==> config.mk <==
export PLATFORM = sky130hd
export DESIGN_NAME = instr_fetch_queue_flat
export DESIGN_NICKNAME = d
export VERILOG_FILES = /design/src/rtl/instr_fetch_queue_if.sv /design/src/rtl/instr_fetch_queue.sv /design/src/flat_wrapper.sv
export SDC_FILE = /design/constraint.sdc
export NUM_CORES = 1
export LEC_CHECK = 0
export CAP_MARGIN = 0
export CORE_MARGIN = 2
export CORE_UTILIZATION = 58
export CTS_CLUSTER_SIZE = 8
export DETAILED_ROUTE_END_ITERATION = 8
export PLACE_DENSITY = 0.83
export REMOVE_ABC_BUFFERS = 1
export SLEW_MARGIN = 20
export SYNTH_ARGS = -nofsm -noshare
export SYNTH_HDL_FRONTEND = slang
export SYNTH_SLANG_ARGS = --single-unit
==> constraint.sdc <==
create_clock -name clk -period 8 [get_ports clk]
set_clock_uncertainty 0.05 [all_clocks]
set_input_delay 1.6 -clock clk [delete_from_list [all_inputs] [get_ports clk]]
set_output_delay 1.6 -clock clk [all_outputs]
set_load 0.05 [all_outputs]
==> src/rtl/instr_fetch_queue_if.sv <==
`default_nettype none
// ============================================================================
// Module      : instr_fetch_queue_if
// Description : Bus bundle for the instruction fetch front end. It carries
//               the instruction ROM read port, the issue-stage valid/ready
//               handshake, the branch redirect request and the halt status.
//               master = fetch queue side, slave = ROM / issue / branch side.
// Revision    : 1.0 - initial release
// ============================================================================
interface instr_fetch_queue_if;

  // Instruction ROM read port
  logic        rom_nrd;
  logic [31:0] rom_addr;
  logic [31:0] rom_data;

  // Issue-stage handshake
  logic        issue_valid;
  logic [31:0] issue_instr;
  logic [31:0] issue_pc;
  logic        issue_ready;

  // Control flow and status
  logic        redirect;
  logic [31:0] redirect_pc;
  logic        halted;

  modport master (
    output rom_nrd,
    output rom_addr,
    input  rom_data,
    output issue_valid,
    output issue_instr,
    output issue_pc,
    input  issue_ready,
    input  redirect,
    input  redirect_pc,
    output halted
  );

  modport slave (
    input  rom_nrd,
    input  rom_addr,
    output rom_data,
    input  issue_valid,
    input  issue_instr,
    input  issue_pc,
    output issue_ready,
    output redirect,
    output redirect_pc,
    input  halted
  );

endinterface
`default_nettype wire

==> src/rtl/instr_fetch_queue.sv <==
`default_nettype none
// ============================================================================
// Module      : instr_fetch_queue
// Description : Instruction fetch front end. Reads 32-bit words from the
//               instruction ROM, buffers {instr, pc} pairs in a DEPTH-entry
//               FIFO and presents them to issue over valid/ready. Supports
//               branch redirect with full flush and stops fetching on a halt
//               opcode (bits [31:26] all ones) or at the end of ROM.
//               Optional macro IFQ_BYPASS_EN: an empty queue forwards the
//               word being fetched straight to the issue outputs.
// Revision    : 1.0 - initial release
// ============================================================================
module instr_fetch_queue #(
  parameter int          DEPTH     = 4,
  parameter logic [31:0] RESET_PC  = 32'h0000_0000,
  parameter int          ROM_BYTES = 100
) (
  input  logic               clk,
  input  logic               nrst,
  instr_fetch_queue_if.master bus
);

  localparam int              PW          = (DEPTH > 1) ? $clog2(DEPTH) : 1;
  localparam int              CW          = $clog2(DEPTH + 1);
  localparam logic [CW-1:0]   C_DEPTH     = CW'(DEPTH);
  localparam logic [32:0]     C_ROM_BYTES = 33'(ROM_BYTES);
  localparam logic [5:0]      C_HALT_OP   = 6'b111111;

  typedef enum logic [0:0] {
    ST_RUN    = 1'b0,
    ST_HALTED = 1'b1
  } state_t;

  state_t         r_state;
  state_t         w_state_next;

  logic [31:0]    r_pc;
  logic [PW-1:0]  r_wr_ptr;
  logic [PW-1:0]  r_rd_ptr;
  logic [CW-1:0]  r_count;
  logic [31:0]    r_instr_mem [DEPTH];
  logic [31:0]    r_pc_mem    [DEPTH];

  logic           w_pc_in_rom;
  logic           w_fetch;
  logic           w_is_halt;
  logic           w_head_valid;
  logic           w_push;
  logic           w_pop;
  logic           w_unused_redirect_lsbs;

  // The low address bits of the redirect target are discarded on purpose.
  assign w_unused_redirect_lsbs = &{1'b0, bus.redirect_pc[1:0]};

  // 33-bit compare so a PC near the top of the address space cannot wrap
  // into a false "in ROM" result.
  assign w_pc_in_rom  = ({1'b0, r_pc} + 33'd3) < C_ROM_BYTES;

  // Fetch is decoded from registered state and redirect only; the strobe is
  // also held inactive while reset is asserted.
  assign w_fetch      = nrst && (r_state == ST_RUN) && (r_count < C_DEPTH)
                        && w_pc_in_rom && !bus.redirect;
  assign w_is_halt    = (bus.rom_data[31:26] == C_HALT_OP);
  assign w_head_valid = (r_count != '0);

  assign bus.rom_nrd  = ~w_fetch;
  assign bus.rom_addr = r_pc;
  assign bus.halted   = (r_state == ST_HALTED);

`ifdef IFQ_BYPASS_EN
  logic w_bypass;

  // An empty queue lets the word being fetched appear on issue this cycle.
  assign w_bypass        = w_fetch && !w_head_valid;
  assign bus.issue_valid = w_head_valid || w_bypass;
  assign bus.issue_instr = w_head_valid ? r_instr_mem[r_rd_ptr] :
                           (w_bypass ? bus.rom_data : 32'h0);
  assign bus.issue_pc    = w_head_valid ? r_pc_mem[r_rd_ptr] :
                           (w_bypass ? r_pc : 32'h0);
  // A bypassed word accepted by issue never enters the queue.
  assign w_push          = w_fetch && !(w_bypass && bus.issue_ready);
  assign w_pop           = w_head_valid && bus.issue_ready && !bus.redirect;
`else
  // Issue outputs come from queue registers only.
  assign bus.issue_valid = w_head_valid;
  assign bus.issue_instr = w_head_valid ? r_instr_mem[r_rd_ptr] : 32'h0;
  assign bus.issue_pc    = w_head_valid ? r_pc_mem[r_rd_ptr]    : 32'h0;
  assign w_push          = w_fetch;
  assign w_pop           = w_head_valid && bus.issue_ready && !bus.redirect;
`endif

  // Fetch state register.
  always_ff @(posedge clk or negedge nrst) begin
    if (!nrst) begin
      r_state <= ST_RUN;
    end else begin
      r_state <= w_state_next;
    end
  end

  // Next state: redirect restarts fetch; halt opcode or end of ROM stops it.
  always_comb begin
    w_state_next = r_state;
    if (bus.redirect) begin
      w_state_next = ST_RUN;
    end else if (r_state == ST_RUN) begin
      if (w_fetch && w_is_halt) begin
        w_state_next = ST_HALTED;
      end else if (!w_pc_in_rom) begin
        w_state_next = ST_HALTED;
      end
    end
  end

  // Program counter: redirect target (word aligned) or advance per fetch.
  always_ff @(posedge clk or negedge nrst) begin
    if (!nrst) begin
      r_pc <= RESET_PC;
    end else if (bus.redirect) begin
      r_pc <= {bus.redirect_pc[31:2], 2'b00};
    end else if (w_fetch) begin
      r_pc <= r_pc + 32'd4;
    end
  end

  // Queue pointers and occupancy; redirect flushes and discards push/pop.
  always_ff @(posedge clk or negedge nrst) begin
    if (!nrst) begin
      r_wr_ptr <= '0;
      r_rd_ptr <= '0;
      r_count  <= '0;
    end else if (bus.redirect) begin
      r_wr_ptr <= '0;
      r_rd_ptr <= '0;
      r_count  <= '0;
    end else begin
      if (w_push) begin
        r_wr_ptr <= r_wr_ptr + PW'(1);
      end
      if (w_pop) begin
        r_rd_ptr <= r_rd_ptr + PW'(1);
      end
      case ({w_push, w_pop})
        2'b10:   r_count <= r_count + CW'(1);
        2'b01:   r_count <= r_count - CW'(1);
        default: r_count <= r_count;
      endcase
    end
  end

  // Queue storage; contents are only meaningful below r_count.
  always_ff @(posedge clk) begin
    if (w_push) begin
      r_instr_mem[r_wr_ptr] <= bus.rom_data;
      r_pc_mem[r_wr_ptr]    <= r_pc;
    end
  end

endmodule
`default_nettype wire

==> src/flat_wrapper.sv <==
// flat-port wrapper written by rule: the top's interface ports become plain ports
module instr_fetch_queue_flat 
#(
  parameter int          DEPTH     = 4,
  parameter logic [31:0] RESET_PC  = 32'h0000_0000,
  parameter int          ROM_BYTES = 100
)
  (clk, nrst, bus_rom_nrd, bus_rom_addr, bus_rom_data, bus_issue_valid, bus_issue_instr, bus_issue_pc, bus_issue_ready, bus_redirect, bus_redirect_pc, bus_halted);
  instr_fetch_queue_if bus_i ();
  input  logic clk;
  input  logic nrst;
  output wire logic [$bits(bus_i.rom_nrd)-1:0] bus_rom_nrd;
  output wire logic [$bits(bus_i.rom_addr)-1:0] bus_rom_addr;
  input wire logic [$bits(bus_i.rom_data)-1:0] bus_rom_data;
  output wire logic [$bits(bus_i.issue_valid)-1:0] bus_issue_valid;
  output wire logic [$bits(bus_i.issue_instr)-1:0] bus_issue_instr;
  output wire logic [$bits(bus_i.issue_pc)-1:0] bus_issue_pc;
  input wire logic [$bits(bus_i.issue_ready)-1:0] bus_issue_ready;
  input wire logic [$bits(bus_i.redirect)-1:0] bus_redirect;
  input wire logic [$bits(bus_i.redirect_pc)-1:0] bus_redirect_pc;
  output wire logic [$bits(bus_i.halted)-1:0] bus_halted;
  assign bus_rom_nrd = bus_i.rom_nrd;
  assign bus_rom_addr = bus_i.rom_addr;
  assign bus_i.rom_data = bus_rom_data;
  assign bus_issue_valid = bus_i.issue_valid;
  assign bus_issue_instr = bus_i.issue_instr;
  assign bus_issue_pc = bus_i.issue_pc;
  assign bus_i.issue_ready = bus_issue_ready;
  assign bus_i.redirect = bus_redirect;
  assign bus_i.redirect_pc = bus_redirect_pc;
  assign bus_halted = bus_i.halted;
  instr_fetch_queue #(.DEPTH(DEPTH), .RESET_PC(RESET_PC), .ROM_BYTES(ROM_BYTES)) u_core (.clk(clk), .nrst(nrst), .bus(bus_i));
endmodule
### Word level (Yosys, flattened, before mapping)

Memories as Yosys holds them, arrays and structs flattened.
Index checks and enable logic that the tools add are counted.
W data, S select, Z words.

| operators by class | value |
|---|---|
| add/sub/neg operators | 6 |
| order comparisons | 2 |
| eq/ne operators | 3 |
| muxes and demuxes | 16 |
| bitwise operators | 2 |
| reduce and logical (&&, ||, !) cells | 12 |

Operator list:

| operator | count |
|---|---|
| $mux W32 | 4 |
| $add A32 B2 Y33 const B | 1 |
| $lt A33 B7 Y1 const B | 1 |
| $add A32 B3 Y32 const B | 1 |
| $mux W2 | 4 |
| $logic_and A1 B1 Y1 | 7 |
| $eq A6 B6 Y1 const B | 1 |
| $mux W1 | 6 |
| $pmux W3 S2 | 1 |
| $reduce_bool A3 Y1 | 2 |
| $add A2 B1 Y2 const B | 2 |
| $reduce_bool A2 Y1 | 2 |
| $add A3 B1 Y3 const B | 1 |
| $lt A3 B3 Y1 const B | 1 |
| $mux W3 | 1 |
| $sub A3 B1 Y3 const B | 1 |
| $eq A2 B1 Y1 const B | 1 |
| $eq A2 B2 Y1 const B | 1 |
| $not A1 Y1 | 2 |
| $logic_not A1 Y1 | 1 |

| word-level totals | value |
|---|---|
| bits in registers | 40 |
| memory bits (writable) | 256 |
| output and inout port bits | 99 |
| word-level logic and storage cells | 48 |
| memories kept | 2 |

Memory list:

| name | words | bits a word | rd ports | clocked after Yosys merged registers in | wr ports | RTL line | source |
|---|---|---|---|---|---|---|---|
| u_core.r_instr_mem | 4 | 32 | 1 | 0 | 1 | instr_fetch_queue.sv:41 | `logic [31:0] r_instr_mem [DEPTH];` |
| u_core.r_pc_mem | 4 | 32 | 1 | 0 | 1 | instr_fetch_queue.sv:42 | `logic [31:0] r_pc_mem [DEPTH];` |

### Depth between registers and ports, before layout

Gate-level depths: netlist of the first run.

| depth | value |
|---|---|
| word-level depth | 9 |
| depth in mapped cells | 10 |

### Worst setup path after synthesis of the first run

OpenSTA, ideal clock, no wires.

| path | value |
|---|---|
| kind | in2reg |
| start | input port bus_redirect |
| end | memory u_core.r_instr_mem[0][0] (enable) |
| setup time | 426 ps |
| data arrival time | 3774 ps |
| data required time | 7524 ps |
| setup slack | 3750 ps |
| cell stages on the path | 5 |
| buffers on the path | 1 |
| cells stage by stage | clkbuf_1 inv_1 nand2_1 nor4_2 and2_1 |

| between the ends | value |
|---|---|
| word-level cells in the longest chain between the ends | 4 |

RTL lines:

| item | RTL line | source |
|---|---|---|
| start, declared | flat_wrapper.sv:19 | `input wire logic [$bits(bus_i.redirect)-1:0] bus_redirect;` |
| $logic_not A1 Y1 | instr_fetch_queue.sv:62 | `&& w_pc_in_rom && !bus.redirect;` |
| $logic_and A1 B1 Y1 | instr_fetch_queue.sv:62 |  |
| $mux W1 | instr_fetch_queue.sv:153 | `if (w_push) begin` |
| $mux W1 (implied by the code) | instr_fetch_queue.sv:154 | `r_instr_mem[r_wr_ptr] <= bus.rom_data;` |
| end, declared | instr_fetch_queue.sv:41 |  |

No other way between the ends.

### Worst setup path after layout of the first run

| path | value |
|---|---|
| start | input port nrst |
| end | output port bus_rom_nrd |

| between the ends | value |
|---|---|
| word-level cells in the longest chain between the ends | 5 |

RTL lines:

| item | RTL line | source |
|---|---|---|
| start, declared | flat_wrapper.sv:11 | `input logic nrst;` |
| $logic_and A1 B1 Y1 (2 in series) | instr_fetch_queue.sv:61 | `assign w_fetch = nrst && (r_state == ST_RUN) && (r_count < C_DEPTH)` |
| $logic_and A1 B1 Y1 (2 in series) | instr_fetch_queue.sv:62 |  |
| $not A1 Y1 | instr_fetch_queue.sv:66 | `assign bus.rom_nrd = ~w_fetch;` |
| end, declared | flat_wrapper.sv:12 | `output wire logic [$bits(bus_i.rom_nrd)-1:0] bus_rom_nrd;` |

No other way between the ends.

==> results.json, run 1 <==
{
  "hold_buffers": 0,
  "critPathBufInv": 3,
  "ys_types": 46,
  "powerDensity_nw_per_um2": 240,
  "clk_path_buf_depth": 3,
  "max_freq_mhz": 175,
  "grt_first_pass_wirelength_mm": 35.3,
  "cp.arrival_ns": 4.05,
  "finalCritPeriodShare_pct": 71.3,
  "rr_worst_depth": 4,
  "totalWireLength_mm": 22.9,
  "hp-start": "u_core.bus.rom_addr[17]$_DFFE_PN0N_",
  "grt_setup_unrepaired": "no",
  "cts_resized": 0,
  "synth_area_leader_cell": "edfxtp_1",
  "clk_latency_ns": 0.51,
  "cts_buffers": 41,
  "port_buffers": 160,
  "tightest_slew_ns": 0.997,
  "die_area_um2": 20600,
  "ys_seq_elements": 286,
  "syn-cell-area_um2": 11300,
  "cp_num_cells": 6,
  "synth-edff-count": 248,
  "vias": 6059,
  "syn_to_final_growth_pct": 26.4,
  "post-cts-setup-buffers": 0,
  "critPathLaunch": "nrst",
  "period_minus_slack_ns": 5.70,
  "core_um2": 18900,
  "ys_warn_count": 0,
  "grt_usage_pct": 22.7,
  "required_ns": 6.35,
  "dieHeight_um": 143,
  "routedWlPerCell_um": 22.5,
  "r2r-end": "u_core.r_instr_mem[1][12]$_DFFE_PP_",
  "rows": 50,
  "power_leakage_nw": 4.66,
  "rr_startpoint": "u_core.bus.rom_addr[29]$_DFFE_PN0N_",
  "first_global_vias": 6406,
  "drt_iter0_markers": 385,
  "grt_max_degree": 65,
  "crit_path_start_kind": "primary input",
  "r2r_slack_ns": 4.17,
  "setup_ws_ns": 2.30,
  "hpwl_mm": 12.5,
  "ys_seq_area_share_pct": 74.5,
  "placed_area_um2": 13100,
  "ant_nets": 0,
  "netlist_instances": 562,
  "ys.flop_type": "edfxtp_1",
  "start_util_pct": 59.7,
  "outcome": "completed",
  "hold_viol_final": 0,
  "nets": 807,
  "critical_path.endpoint": "bus_rom_nrd",
  "hold_path.class": "flop to flop",
  "worst-setup-path-type": "primary input to output pin",
  "place_worst_setup_slack_ns": 2.28,
  "drcViolationCount": 0,
  "via_per_inst": 5.95,
  "io_pins": 167,
  "cpPeakStageDelay_ns": 0.72,
  "report.final.slew_viol_count": 0,
  "cp_max_fo": 39,
  "setup_viol": 0,
  "post-route-cell-area_um2": 14200,
  "place.gp.congestion": 0.850,
  "drtPass1Iterations": 7,
  "path_cells": "buf_2 > and2b_1 > nand2_1 > nor4_2 > inv_1 > clkdlybuf4s50_1",
  "antenna_found_initial": 1,
  "synth_top_area_share_pct": 66.1,
  "ys_async_sr_fraction_pct": 13.3,
  "final_layout_size_suffix_gt1_share_pct": 19.4,
  "synthTopCellsByArea": "edfxtp_1 66%, mux4_2 12%, dfrtp_1 8.4%, and2_1 3.7%, mux2_2 2.5%",
  "clockRootBuffer": "clkbuf_16",
  "cts_sinks": 286,
  "cts_tree": "yes",
  "avgSynthCellArea_um2": 20.1,
  "die_w_um": 143,
  "cpMaxStageDelayCell": "clkdlybuf4s50_1",
  "setup_tns_ns": 0,
  "vdd_drop_max_uv": 160,
  "endpoint_kind": "output pin",
  "drv_cap": 0,
  "crit_family": "buffers and inverters",
  "grt_overflow": 0,
  "htreeDepth": 2,
  "path_clk_slew_ns": 0.05,
  "relSlewSlack_pct": 33.5
}
==> cells in the mapped netlist, drive strengths merged (2+ instances only) <==
cell type,instances
nor3,4
nand2b,2
mux2,25
and4,2
o31ai,6
dfrtp,38
nor2,7
inv,7
xor2,2
or4,2
buf,13
and2,66
mux4,62
ha,5
o211ai,2
clkbuf,23
edfxtp,248
nand4,7
o311a,2
nand2,2
nor4,8
nand3,6
a21oi,6
==> sequential cells by signal, indices dropped and copies added, names as in the netlist <==
register,flops
u_core.bus.halted,1
u_core.r_count,3
u_core.r_rd_ptr,2
u_core.r_pc_mem,120
u_core.bus.rom_addr,30
u_core.r_instr_mem,128
u_core.r_wr_ptr,2
==> cells by family after synthesis <==
group	Yosys count	share of synthesized area, %
compound gates	25	1.82
xor+xnor	2	0.155
fa+ha+maj	6	0.733
buf+inv	43	1.72
flops	286	74.5
mux	88	15.0
other cells	1	0.0333
simple gates	111	6.06
==> cell usage in the layout (no fill, tap or decap), types with 23 or more instances in the layout <==
cell type and instances:
clkdlybuf4s50_1 158, edfxtp_1 248, clkbuf_16 43, clkbuf_1 23
and2_1 62, dfrtp_1 36, mux2_2 25, mux4_2 62
==> worst reg2reg max path: cells and delay by family, from the launching register on <==
family        cells  cell delay, ns
flops             1            0.45
simple gates      4            2.87
==> layout make-up <==
class,instances,area [um2]
well taps,260,325
repair buffers,161,1600
flip-flops and latches,286,8410
clock buffers,67,1180
diodes,1,2.50
multi-input cells,236,2710
inverters,7,26.3
fillers,1059,4640
clock inverters,1,8.76
==> metrics by stage <==
stage | util (%) | hold slack (ns) | instances | total power [mW]
finish | 75.4 | 0.529 | 1019 | 3.42
global route | 75.4 | 0.551 | 1018 | 3.52
CTS | 75.4 | 0.525 | 1018 | 3.45
detailed placement | 69.1 | 0.516 | 950 | 1.88
global placement | 69.1 | 0.495 | 950 | 1.88
floorplan | - | 0.496 | 529 | 1.79
==> where the power goes <==
part	internal [mW]	total [mW]	switching, mW	leakage (nW)
Sequential	1.65	1.68	0.0332	2.68
Combinational	0.0721	0.175	0.103	1.41
Clock	0.990	1.56	0.574	0.569
Total	2.71	3.42	0.710	4.66
==> routing by layer <==
metal	vias to the layer above	global-route usage, %	routed length [um]
li1	2592	-	-
met1	3109	32.5	9480
met2	304	35.8	11200
met3	54	5.10	1770
met4	0	6.86	463
met5	-	0	0
==> worst min-delay path by stage <==
stage,to,depth (start not counted)
4_1_cts,u_core.r_pc_mem[2][31]$_DFFE_PP_,0
3_5_place_dp,u_core.r_pc_mem[0][31]$_DFFE_PP_,0
2_1_floorplan,u_core.r_wr_ptr[0]$_DFFE_PN0N_,2
3_3_place_gp,u_core.r_pc_mem[2][20]$_DFFE_PP_,0
5_1_grt,u_core.r_pc_mem[0][24]$_DFFE_PP_,0
6_report,u_core.r_pc_mem[1][17]$_DFFE_PP_,0
Note: power is estimated with default switching activity, not from simulation.
==> run 2: changes to the inputs <==
--- a/config.mk
+++ b/config.mk
@@ -7,10 +7,10 @@
 export LEC_CHECK = 0
 export CAP_MARGIN = 0
 export CORE_MARGIN = 2
-export CORE_UTILIZATION = 58
+export CORE_UTILIZATION = 49
 export CTS_CLUSTER_SIZE = 8
 export DETAILED_ROUTE_END_ITERATION = 8
-export PLACE_DENSITY = 0.83
+export PLACE_DENSITY = 0.74
 export REMOVE_ABC_BUFFERS = 1
 export SLEW_MARGIN = 20
 export SYNTH_ARGS = -nofsm -noshare
==> constraint.sdc (replaced) <==
create_clock -name clk -period 5.1 [get_ports clk]
set_clock_uncertainty 0.05 [all_clocks]
set_input_delay 1.02 -clock clk [delete_from_list [all_inputs] [get_ports clk]]
set_output_delay 1.02 -clock clk [all_outputs]
set_load 0.05 [all_outputs]
==> run 2 against run 1 <==
Compared with the run above: global-route usage down 2.7 points; register-to-register slack worse by 2.6 ns; wire length grew 2.8%; clock power up 52%; design area is 0.16% higher; final cell count increased by 2.6%; count of clock-buffer cells in the layout fell by 2; setup slack got worse by 1.7 ns; sequential cell count unchanged; first-iteration DRC count up 1.8%; sequential share of layout area is 0.093 points lower; non-clock buffer count increased by 5.
==> results.json, run 2 (synthesized netlist as in run 1, its figures left out) <==
{
  "outcome": "completed",
  "via_per_inst": 5.77,
  "cts_resized": 0,
  "grt_setup_unrepaired": "no",
  "hold_viol_final": 0,
  "path_cells": "nor4_1 > nand4_1 > buf_4 > nor4_2 > inv_1 > clkdlybuf4s50_1",
  "hold_buffers": 0,
  "switchingPower_mw": 1.10,
  "start_util_pct": 49.8,
  "cts_buffers": 41,
  "crit_family": "simple AND/OR/NAND/NOR gates",
  "worst-setup-path-type": "flop to output pin",
  "first_global_vias": 6445,
  "setup_tns_ns": 0,
  "drv_cap": 0,
  "hold_path.class": "flop to flop",
  "drcViolationCount": 0,
  "power_frac_clock_pct": 44.9,
  "endpoint_kind": "output pin",
  "antenna_found_initial": 1,
  "drt_iter0_markers": 392,
  "clockRootBuffer": "clkbuf_16",
  "grt_first_pass_wirelength_mm": 36.6,
  "powerDensity_nw_per_um2": 371,
  "die_w_um": 156,
  "post-cts-setup-buffers": 0,
  "dp.cells": 980,
  "layout_commonest_cell": "edfxtp_1",
  "htreeDepth": 2,
  "tightest_slew_ns": 1.02,
  "grt_max_degree": 65,
  "core_um2": 22600,
  "largest_reg_flops": 128,
  "cts_sinks": 286,
  "num-fill-cells": 1552,
  "finalCritPeriodShare_pct": 88.4,
  "cpPeakStageDelay_ns": 0.73,
  "critPathBufInv": 3,
  "cp_max_fo": 11,
  "combPwrFrac_pct": 5.2,
  "cp.arrival_ns": 3.44,
  "grt_usage_pct": 20.0,
  "totalWireLength_mm": 23.6,
  "dieHeight_um": 156,
  "power_leakage_nw": 4.65,
  "cts_tree": "yes",
  "relSlewSlack_pct": 32.2,
  "syn_to_final_growth_pct": 26.6,
  "largest-register": "u_core.r_instr_mem",
  "intPower_mw": 4.19,
  "rows": 55,
  "required_ns": 4.03,
  "setup_viol": 0,
  "path_clk_slew_ns": 0.05,
  "report.final.slew_viol_count": 0,
  "switching_share_pct": 20.8,
  "final_cell_mix": "248 x edfxtp_1, 158 x clkdlybuf4s50_1, 62 x mux4_2, 62 x and2_1, 41 x clkbuf_16",
  "max_freq_mhz": 222,
  "period_minus_slack_ns": 4.51,
  "port_buffers": 160,
  "vdd_drop_max_uv": 231,
  "seqPwrFrac_pct": 49.9,
  "grt_overflow": 0,
  "hpwl_mm": 12.9,
  "nets": 812,
  "clk_path_buf_depth": 3,
  "clk_latency_ns": 0.50,
  "vias": 6032,
  "drtPass1Iterations": 6,
  "fin_cells": 1046,
  "crit_path_start_kind": "flop",
  "routedWlPerCell_um": 22.5,
  "ant_nets": 0,
  "io_pins": 167,
  "die_area_um2": 24200,
  "final_layout_size_suffix_gt1_share_pct": 19.6,
  "place.gp.congestion": 0.817,
  "cpMaxStageDelayCell": "clkdlybuf4s50_1"
}
## run 2: cell types whose count changed in the layout (fill, tap and decap cells not counted), sizes merged
cell	previous run	this run
clkbuf	67	65
inv	8	7
buf	3	8
## run 2: per-stage QoR
step / total power, mW / hold WS [ns] / utilization, % / cell area (um2) / setup slack [ns]
after detailed placement: 2.96 / 0.512 / 58.1 / 13100 / 1.15
after CTS: 5.34 / 0.522 / 63.0 / 14300 / 0.614
after global routing: 5.46 / 0.552 / 63.0 / 14300 / 0.406
final: 5.29 / 0.520 / 63.0 / 14300 / 0.589
after floorplan: 2.80 / 0.496 / - / 11100 / 0.528
after global placement: 2.95 / 0.502 / 58.0 / 13100 / 1.20
## run 2: power groups by stage
stage	registers, mW	logic [mW]	clock network, mW
after global routing	2.65	0.290	2.52
after detailed placement	2.68	0.276	0
after global placement	2.68	0.269	0
final	2.64	0.276	2.37
after floorplan	2.75	0.0501	0
after CTS	2.64	0.278	2.42
## run 2: area by class of cell
class	count	area, um2	share of cell area [%]
Antenna cell	1	2.50	0.0175
Sequential cell	286	8410	58.9
Timing Repair Buffer	166	1650	11.6
Multi-Input combinational cell	236	2710	19.0
Tap cell	285	357	2.50
Clock buffer	65	1130	7.89
Inverter	7	26.3	0.184
## run 2: worst reg2reg max path, stage by stage, from the launching register on
cell and delay (ns):
dfrtp_1 0.47, nor4_1 0.63, nand4_1 0.17, buf_4 0.22, nor4_2 0.65, and2_4 0.95
## run 2: per-layer routing
metal	track usage [%]	wire [um]	up-vias
li1	-	-	2608
met1	26.7	9780	3132
met2	33.3	11900	253
met3	4.31	1500	39
met4	6.16	416	0
met5	0	0	-
## run 2: final timing paths
path / start / end / slack, ns / depth (start not counted)
hold / removal: u_core.bus.rom_addr[9]$_DFFE_PN0N_ / u_core.r_pc_mem[1][9]$_DFFE_PP_ / 0.52 / 0
hold reg to reg: u_core.bus.rom_addr[9]$_DFFE_PN0N_ / u_core.r_pc_mem[1][9]$_DFFE_PP_ / 0.52 / 0
setup / recovery: u_core.bus.rom_addr[28]$_DFFE_PN0N_ / bus_rom_nrd / 0.59 / 6
setup reg to reg: u_core.bus.rom_addr[28]$_DFFE_PN0N_ / u_core.r_instr_mem[1][7]$_DFFE_PP_ / 1.56 / 5
max in group asynchronous: nrst / u_core.r_rd_ptr[1]$_DFFE_PN0P_ / 3.95 / 2
min in group asynchronous: nrst / u_core.bus.rom_addr[21]$_DFFE_PN0N_ / 0.58 / 2
==> run 3: changes to the inputs <==
--- a/config.mk
+++ b/config.mk
@@ -7,12 +7,11 @@
 export LEC_CHECK = 0
 export CAP_MARGIN = 0
 export CORE_MARGIN = 2
-export CORE_UTILIZATION = 49
+export CORE_UTILIZATION = 25
 export CTS_CLUSTER_SIZE = 8
 export DETAILED_ROUTE_END_ITERATION = 8
-export PLACE_DENSITY = 0.74
+export PLACE_DENSITY = 0.42
 export REMOVE_ABC_BUFFERS = 1
-export SLEW_MARGIN = 20
 export SYNTH_ARGS = -nofsm -noshare
 export SYNTH_HDL_FRONTEND = slang
 export SYNTH_SLANG_ARGS = --single-unit
==> run 3 against run 2 <==
Compared with the run above: combinational power up 2%; via count fell by 1.4%; register-to-register slack better by 0.02 ns; first-iteration DRC count up 7.1%.
==> results.json, run 3 (synthesized netlist as in run 1, its figures left out) <==
{
  "outcome": "completed",
  "grt_overflow": 0,
  "clk_latency_ns": 0.54,
  "max_freq_mhz": 216,
  "first_global_vias": 6695,
  "post-route-cell-area_um2": 14800,
  "crit_path_start_kind": "flop",
  "drtPass1Iterations": 4,
  "rows": 77,
  "drv_cap": 0,
  "multi_input_area_um2": 2700,
  "hpwl_mm": 16.2,
  "antenna_cells": 0,
  "power_frac_clock_pct": 46.4,
  "switchingPower_mw": 1.19,
  "ff_latch_area_um2": 8410,
  "fin_cells": 1370,
  "cp.arrival_ns": 3.55,
  "cp_max_fo": 11,
  "setup_viol": 0,
  "required_ns": 4.03,
  "grt_first_pass_wirelength_mm": 41.8,
  "nets": 820,
  "place.gp.congestion": 0.701,
  "hold_path.class": "flop to flop",
  "drt_iter0_markers": 420,
  "setup_tns_ns": 0,
  "switching_share_pct": 21.8,
  "combPwrFrac_pct": 5.2,
  "ant_nets": 0,
  "powerDensity_nw_per_um2": 368,
  "drcViolationCount": 0,
  "largest-register": "u_core.r_instr_mem",
  "post-route-util_pct": 33.5,
  "cts_tree": "yes",
  "final_layout_size_suffix_gt1_share_pct": 20.4,
  "die_area_um2": 46800,
  "setup_ws_ns": 0.476,
  "dieHeight_um": 216,
  "port_buffers": 160,
  "worst-setup-path-type": "flop to output pin",
  "cts_resized": 0,
  "intPower_mw": 4.26,
  "cts_buffers": 41,
  "syn_to_final_growth_pct": 31.6,
  "layout_commonest_cell": "edfxtp_1",
  "via_per_inst": 4.34,
  "largest_reg_flops": 128,
  "io_pins": 167,
  "totalWireLength_mm": 28.0,
  "finalCritPeriodShare_pct": 90.7,
  "finalPower_mw": 5.46,
  "antenna_found_initial": 1,
  "dp.cells": 1295,
  "hold_buffers": 0,
  "cts_sinks": 286,
  "final_cell_mix": "248 x edfxtp_1, 158 x clkdlybuf4s50_1, 62 x mux4_2, 62 x and2_1, 43 x clkbuf_16",
  "vdd_drop_max_uv": 156,
  "period_minus_slack_ns": 4.62,
  "power_leakage_nw": 4.74,
  "start_util_pct": 25.4,
  "routedWlPerCell_um": 20.5,
  "place_worst_setup_slack_ns": 0.990,
  "post-cts-setup-buffers": 0,
  "placed_area_um2": 13600,
  "grt_max_degree": 63,
  "path_clk_slew_ns": 0.05,
  "grt_setup_unrepaired": "no",
  "core_um2": 44300,
  "report.final.slew_viol_count": 0,
  "num-fill-cells": 4318,
  "seqPwrFrac_pct": 48.4,
  "clockRootBuffer": "clkbuf_16",
  "relSlewSlack_pct": 32.5,
  "htreeDepth": 2,
  "endpoint_kind": "output pin",
  "hold_viol_final": 0,
  "clk_path_buf_depth": 3,
  "grt_usage_pct": 12.1,
  "holdWs_ns": 0.529,
  "vias": 5950,
  "tightest_slew_ns": 1.01,
  "die_w_um": 216
}
==> run 3: final timing paths <==
path / cells after the start / to / slack [ns] / start
setup / recovery: 5 / bus_rom_nrd / 0.48 / u_core.bus.rom_addr[18]$_DFFE_PN0N_
hold / removal: 0 / u_core.r_pc_mem[2][16]$_DFFE_PP_ / 0.53 / u_core.bus.rom_addr[16]$_DFFE_PN0N_
setup reg to reg: 5 / u_core.r_pc_mem[2][21]$_DFFE_PP_ / 1.58 / u_core.bus.rom_addr[18]$_DFFE_PN0N_
hold reg to reg: 0 / u_core.r_pc_mem[2][16]$_DFFE_PP_ / 0.53 / u_core.bus.rom_addr[16]$_DFFE_PN0N_
max in group asynchronous: 2 / u_core.r_rd_ptr[1]$_DFFE_PN0P_ / 3.99 / nrst
min in group asynchronous: 2 / u_core.bus.rom_addr[5]$_DFFE_PN0N_ / 0.57 / nrst
==> run 3: final cells by class <==
type                            instances  share of cell area [%]
Sequential cell                       286                    56.7
Clock buffer                           73                    8.01
Clock inverter                          2                  0.0843
Inverter                                7                   0.177
Timing Repair Buffer                  174                    11.9
Tap cell                              592                    4.99
Multi-Input combinational cell        236                    18.2
==> run 3: layer usage <==
| metal | track usage [%] | up-vias | wire length [um] |
|---|---|---|---|
| li1 | - | 2622 | - |
| met2 | 20.1 | 172 | 13600 |
| met5 | 0 | - | 13 |
| met4 | 3.84 | 2 | 604 |
| met3 | 3.34 | 44 | 1630 |
| met1 | 15.2 | 3110 | 12100 |
==> run 3: power by group through the flow <==
stage	logic [mW]	registers, mW	clock network [mW]
final	0.282	2.64	2.53
after CTS	0.285	2.64	2.63
after floorplan	0.0501	2.75	0
after detailed placement	0.284	2.69	0
after global routing	0.296	2.65	2.72
after global placement	0.279	2.68	0
==> run 3: critical path: stages (launching register included) <==
cell	delay (ns)
dfrtp_1	0.45
nor4_1	0.55
nand3_1	0.49
nor4_2	0.68
inv_1	0.11
clkdlybuf4s50_1	0.73
==> edit (flow settings as in run 2) <==
`DEPTH` is set to 4 in 2 places; all go to 2.
--- a/src/rtl/instr_fetch_queue.sv
+++ b/src/rtl/instr_fetch_queue.sv
@@ -12,5 +12,5 @@
 // ============================================================================
 module instr_fetch_queue #(
-  parameter int          DEPTH     = 4,
+  parameter int          DEPTH     = 2,
   parameter logic [31:0] RESET_PC  = 32'h0000_0000,
   parameter int          ROM_BYTES = 100
--- a/src/flat_wrapper.sv
+++ b/src/flat_wrapper.sv
@@ -2,5 +2,5 @@
 module instr_fetch_queue_flat 
 #(
-  parameter int          DEPTH     = 4,
+  parameter int          DEPTH     = 2,
   parameter logic [31:0] RESET_PC  = 32'h0000_0000,
   parameter int          ROM_BYTES = 100
Behaviour: not the same (a bounded check fails within 4 cycles, from zero or initial values and one cycle with nrst low).
==> edit against run 2 <==
Sequential cell count decreased by 127; maximum frequency grew 17%; wire length fell by 44%; power fell by 45%; design area shrank 39%; critical endpoint unchanged; largest cell class unchanged; area after synthesis down 44%; register-to-register slack improved by 0.64 ns; setup slack improved by 0.64 ns; clock power is 51% lower.
==> edit: results (changes against run 2) <==
* Status: complete, no violations
- The count of nets after finishing is 636 (-22%).
- The fraction of synthesized area in multiplexers was 14.2% (-0.80 points).
* Skew-Pair Late Insertion Delay: 0.41 ns (-0.09 ns)
* Worst hold path startpoint: u_core.bus.rom_addr[22]$_DFFE_PN0P_
* Placed Cells incl. Taps: 719 (-27%)
* Seq/Total Area, Yosys: 72.3% (-2.2 points)
- Share of final-layout standard cells stronger than drive strength 1: 13.6% (-6.0 points)
- Highest net fanout along the worst path: 7 (-4)
* P_leak: 2.90 nW (-38%)
- Synth area leaders: sky130_fd_sc_hd__edfxtp_1, sky130_fd_sc_hd__dfrtp_1, sky130_fd_sc_hd__mux2i_1
- The transition time at the pin with the least slew margin is 0.754 ns (-0.264 ns).
- Launch instance of the worst register-to-register path: u_core.bus.rom_addr[26]$_DFFE_PN0P_
- The global-route track usage on met1 was 25.2% (-1.4 points).
* Fraction of the mapped netlist area in compound gates: 1.97% (+0.15 points)
* Placed wire-length estimate after detailed placement: 8620 um (-33%)
* Number of DRC markers in iteration 0: 333 (-15%)
- The met2 wire length was 6580 um (-45%).
- GRT Util Overall: 19.7% (-0.31 points)
- For hold timing, the worst endpoint is u_core.r_pc_mem[1][22]$_DFFE_PP_.
* Initial antenna violation count: 0 (-1)
- Met3 usage in global routing: 5.38% (+1.1 points)
- Worst slack, placed: 1.36 ns (+0.218 ns)
* Post-synth top cells: sky130_fd_sc_hd__edfxtp_1, sky130_fd_sc_hd__nor2_1, sky130_fd_sc_hd__mux2i_1
- The number of flops mapped to enable cells by yosys is 124 (-50%).
- Data arrival, critical path: 2.80 ns (-0.64 ns)
- The global routing usage on met2 is 32.5% (-0.85 points).
* DR WL met3: 741 um (-50%)
- Largest vdd supply drop: 212 uV (-8.3%)
* Met1 wire length: 5780 um (-41%)
* Number of search-and-repair iterations in the first detailed-routing pass: 4 (-2)
## edit: cell types whose count changed after synthesis, moves of 7 or more
cell	before	now
sky130_fd_sc_hd__nor2_1	7	71
sky130_fd_sc_hd__nor4_1	7	0
sky130_fd_sc_hd__mux2i_1	1	62
sky130_fd_sc_hd__edfxtp_1	248	124
sky130_fd_sc_hd__clkbuf_1	23	13
sky130_fd_sc_hd__and2_1	66	2
sky130_fd_sc_hd__mux4_2	62	0
## edit: power by group
part           total (mW)  internal, mW  switching [mW]
Combinational       0.264         0.114           0.150
Clock                1.17         0.707           0.468
Sequential           1.47          1.43          0.0429
## edit: final cells by class
| class | count | area, sq um |
|---|---|---|
| Timing Repair Buffer | 167 | 1690 |
| Tap cell | 172 | 215 |
| Clock buffer | 17 | 425 |
| Clock inverter | 15 | 128 |
| Multi-Input combinational cell | 218 | 1670 |
| Inverter | 4 | 15.0 |
| Sequential cell | 159 | 4600 |
| Fill cell | 883 | 3930 |
